## src/rtl/alu_issue_ctrl.sv

```systemverilog
// Issue/capture sequencer around the registered ALU.
// One op in flight: accept, wait out ALU latency, hold result.
module alu_issue_ctrl #(
  parameter int NUMBITS = 16,
  parameter int CNTBITS = 8
) (
  input  logic               clk,
  input  logic               reset,
  input  logic               in_valid,
  output logic               in_ready,
  input  logic [NUMBITS-1:0] in_a,
  input  logic [NUMBITS-1:0] in_b,
  input  logic [2:0]         in_opcode,
  output logic [NUMBITS-1:0] alu_a,
  output logic [NUMBITS-1:0] alu_b,
  output logic [2:0]         alu_opcode,
  input  logic [NUMBITS-1:0] alu_result,
  input  logic               alu_carryout,
  input  logic               alu_overflow,
  input  logic               alu_zero,
  output logic               out_valid,
  input  logic               out_ready,
  output logic [NUMBITS-1:0] out_result,
  output logic [2:0]         out_flags,
  output logic [CNTBITS-1:0] carry_count,
  output logic [CNTBITS-1:0] ovf_count
);

  typedef enum logic [1:0] {
    S_IDLE,
    S_ISSUE,
    S_WAIT,
    S_HOLD
  } state_t;

  state_t state;
  state_t state_nxt;
  logic   accept;
  logic   capture;

  always_ff @(posedge clk) begin
    if (reset) begin
      state <= S_IDLE;
    end else begin
      state <= state_nxt;
    end
  end

  always_comb begin
    state_nxt = state;
    unique case (state)
      S_IDLE:  if (in_valid) state_nxt = S_ISSUE;
      S_ISSUE: state_nxt = S_WAIT;
      S_WAIT:  state_nxt = S_HOLD;
      S_HOLD:  if (out_ready) state_nxt = S_IDLE;
      default: state_nxt = S_IDLE;
    endcase
  end

  always_comb begin
    in_ready  = 1'b0;
    out_valid = 1'b0;
    capture   = 1'b0;
    unique case (1'b1)
      (state == S_IDLE): in_ready  = 1'b1;
      (state == S_WAIT): capture   = 1'b1;
      (state == S_HOLD): out_valid = 1'b1;
      default: ;
    endcase
  end

  assign accept = in_ready & in_valid;

  always_ff @(posedge clk) begin
    if (reset) begin
      alu_a      <= '0;
      alu_b      <= '0;
      alu_opcode <= 3'b000;
    end else if (accept) begin
      alu_a      <= in_a;
      alu_b      <= in_b;
      alu_opcode <= in_opcode;
    end
  end

  // ALU result register was loaded on the ISSUE edge; take it now
  always_ff @(posedge clk) begin
    if (reset) begin
      out_result <= '0;
      out_flags  <= 3'b000;
    end else if (capture) begin
      out_result <= alu_result;
      out_flags  <= {alu_carryout, alu_overflow, alu_zero};
    end
  end

  always_ff @(posedge clk) begin
    if (reset) begin
      carry_count <= '0;
      ovf_count   <= '0;
    end else if (capture) begin
      if (alu_carryout && (carry_count != '1)) begin
        carry_count <= carry_count + 1'b1;
      end
      if (alu_overflow && (ovf_count != '1)) begin
        ovf_count <= ovf_count + 1'b1;
      end
    end
  end

endmodule

```

## config.mk

```make
export PLATFORM = sky130hd
export DESIGN_NAME = alu_issue_ctrl
export DESIGN_NICKNAME = d
export VERILOG_FILES = /design/src/rtl/alu_issue_ctrl.sv
export SDC_FILE = /design/constraint.sdc
export NUM_CORES = 1
export LEC_CHECK = 0
export CORE_ASPECT_RATIO = 2
export CORE_MARGIN = 3
export CORE_UTILIZATION = 30
export DETAILED_ROUTE_END_ITERATION = 8
export PLACE_DENSITY = 0.64
export SYNTH_ARGS = -nofsm -noshare
export SYNTH_HDL_FRONTEND = slang
export SYNTH_SLANG_ARGS = --single-unit
```

## constraint.sdc

```tcl
create_clock -name clk -period 1.9 [get_ports clk]
set_input_delay 0.38 -clock clk [delete_from_list [all_inputs] [get_ports clk]]
set_output_delay 0.38 -clock clk [all_outputs]
set_load 0.02 [all_outputs]
```

==> flow_summary.ini <==
[global_routing]
grt_use_total_pct = 15.0
gr-total-overflow = 0
grt_pass1_wl_um = 12100
grt_start_max_net_pins = 36
grt_antenna_before_repair = 0
grt_pass1_vias = 2512

[synthesis]
synth_ff_type = dfxtp_1
synth_most_common_cell = nand2_1
synth_seq_area_share_pct = 51.7
yosys.area.top_type = dfxtp_1
synth_cell_type_count = 31
ys_seq_elements = 72
yosys-top-cells-count = nand2_1, dfxtp_1, a21oi_1
synth_area_leaders = dfxtp_1, nand2_1, mux2i_1
avgSynthCellArea_um2 = 8.71
async_flop_share_pct = 0
yosysTopAreaCellShare_pct = 51.7
yosys_warnings = 0
synth_fp_nets = 383
synthesis.area_mm2 = 0.00279
syn_inst = 320
synth_edf_count = 0

[worst_setup_path]
worst_ep_required_time_ns = 1.52
rrSetupSlack_ns = 0.24
startpoint = carry_count[5]
crit_type = register to primary output
cp.buffers_inverters = 1
cp.depth = 1
critPathCapture = carry_count[5]
slowest_stage = clkdlybuf4s50_1
cp_slowest_stage_delay_ns = 0.66
r2r_end = ovf_count[7]
reg2reg_from = state[0]
start_kind = register
cp-end-kind = primary output
arrival_ns = 1.43
critical_path.cell_chain = clkdlybuf4s50_1
path_max_fanout = 6
cpLargestDelayFamily = buffers and inverters
reg2reg_depth = 6

[cells_and_area]
synthToLayoutAreaGrowth_pct = 62.8
diodes = 0
postLayoutCoreUtil_pct = 50.3
fill_cells = 863
drive_gt1_share_pct = 6.80
finalNonFillerCells = 558
final_nets = 515
multiInputGateArea_mm2 = 0.00126
seq_area_mm2 = 0.00144

[cts]
path_clk_slew_ns = 0.06
cts_buffers = 9
clkLatencyLatePin_ns = 0.33
cts-htree-levels = 3
cts_tree = built
clock-sinks = 72
ctsRootBufferMaster = clkbuf_16
clk_path_buf_depth = 2

[drt]
ant_nets = 0
wl_per_cell_um = 13.8
viasPerCell = 4.74
drc = 0
num_vias = 2646
drtPass1Iterations = 4
drt_iter0_drc = 86
drt_wl_total_um = 7690

[pwr]
p_sw_share_pct = 31.3
switchingPower_mw = 1.76
p_per_area_mw_per_mm2 = 1240
p_clk_share_pct = 31.9
finalPower_mw = 5.62
p_leak_nw = 1.71
pwr-share-seq_pct = 34.0
p_int_mw = 3.86
max-vdd-ir-drop_uv = 618
p_comb_share_pct = 34.1

[place]
place.gp.congestion = 0.753
dpl.cell_count = 543
dp_slack_ns = 0.0401
io_buffers = 129
dpl.hpwl_um = 5760

[sta]
fin_crit_sh_pct = 95.2
rsz0062_at_grt = false
worst_clock_skew_ns = 0.00559
tightest_slew_ns = 0.441
max_freq_mhz = 553
setup_viol = 0
slew_violations = 0
finalWorstSetupSlack_ns = 0.0920
relSlewSlack_pct = 70.6
min_period_ns = 1.81
hold_violations = 0
final.setup.tns_ns = 0

[floorplan]
dieArea_mm2 = 0.0106
die_width_um = 74.1
die_y_um = 142
coreArea_mm2 = 0.00901
placementRows = 49
pin_count = 130
start_util_pct = 30.9

[outcome]
status = completed

[hold_path]
hold_class = register to register

[job]
cap_violations = 0
==> cells by family after synthesis <==
group,count (synthesis),synth area share (%)
compound gates,52,11.5
xor+xnor,6,1.89
fa+ha+maj,5,2.25
buf+inv,22,3.19
flops,72,51.7
mux,23,8.26
simple gates,140,21.2
==> through the flow <==
step | instance area [µm²] | hold WS, ns
after global routing | 4540 | 0.473
after CTS | 4530 | 0.455
after floorplan | 2790 | 0.492
final | 4540 | 0.453
after global placement | 4210 | 0.441
after detailed placement | 4210 | 0.446
==> registers in the layout (all words and copies together) (netlist names) <==
| register | flops |
|---|---|
| alu_a | 16 |
| alu_b | 16 |
| out_result | 16 |
| carry_count | 8 |
| ovf_count | 8 |
| alu_opcode | 3 |
| out_flags | 3 |
| state | 2 |
==> metal layers <==
metal | up-vias | wire [µm] | GRT usage (%)
met5 | - | 0 | 0
met4 | 0 | 112 | 6.02
met3 | 8 | 552 | 4.38
met2 | 94 | 4300 | 28.0
met1 | 1211 | 2730 | 14.6
li1 | 1333 | - | -
==> how the worst min path moves through the flow <==
stage / from / end / cells past startpoint
6_report: alu_a[2] / alu_a[2] / 2
5_1_grt: alu_a[12] / alu_a[12] / 2
4_1_cts: alu_a[2] / alu_a[2] / 2
3_5_place_dp: alu_a[2] / alu_a[2] / 2
3_3_place_gp: alu_opcode[0] / alu_opcode[0] / 2
2_1_floorplan: state[0] / state[0] / 2
==> layout make-up <==
| type | instances | area share [%] |
|---|---|---|
| flip-flops and latches | 72 | 31.8 |
| clock inverters | 5 | 1.79 |
| repair buffers | 139 | 30.3 |
| multi-input cells | 226 | 27.7 |
| well taps | 102 | 2.81 |
| inverters | 4 | 0.331 |
| clock buffers | 10 | 5.27 |
==> placed cells by master (no fill, tap or decap), types with 2 or more instances in the layout <==
| cell | instances |
|---|---|
| ha_1 | 5 |
| o21ai_0 | 3 |
| a2111oi_2 | 2 |
| bufinv_16 | 2 |
| nor2_1 | 32 |
| inv_1 | 4 |
| buf_4 | 9 |
| dfxtp_1 | 72 |
| nand4_1 | 2 |
| mux2i_1 | 23 |
| nor3_1 | 3 |
| xnor2_1 | 3 |
| and2_1 | 2 |
| a21oi_1 | 39 |
| xor2_1 | 3 |
| and3_1 | 5 |
| nand3_1 | 9 |
| clkbuf_16 | 9 |
| nand2b_1 | 3 |
| a31oi_1 | 2 |
| nand2_1 | 77 |
| clkdlybuf4s50_1 | 126 |
| nor2b_1 | 2 |
| or4_1 | 3 |
==> power groups by stage <==
stage	Combinational (mW)	Clock, mW	Sequential (mW)
after floorplan	0.783	0	2.24
after global placement	1.94	0	1.93
after detailed placement	1.96	0	1.94
after CTS	1.95	1.85	1.92
after global routing	2.09	1.91	1.95
final	1.91	1.79	1.91
==> repair_timing <==
action,in CTS,in global routing
hold buffers,0,0
endpoints found under the setup margin,1,1
endpoints found under the hold margin,0,0
buffers inserted,0,0
gates resized for setup,1,1
Note: power is estimated with default switching activity, not from simulation.
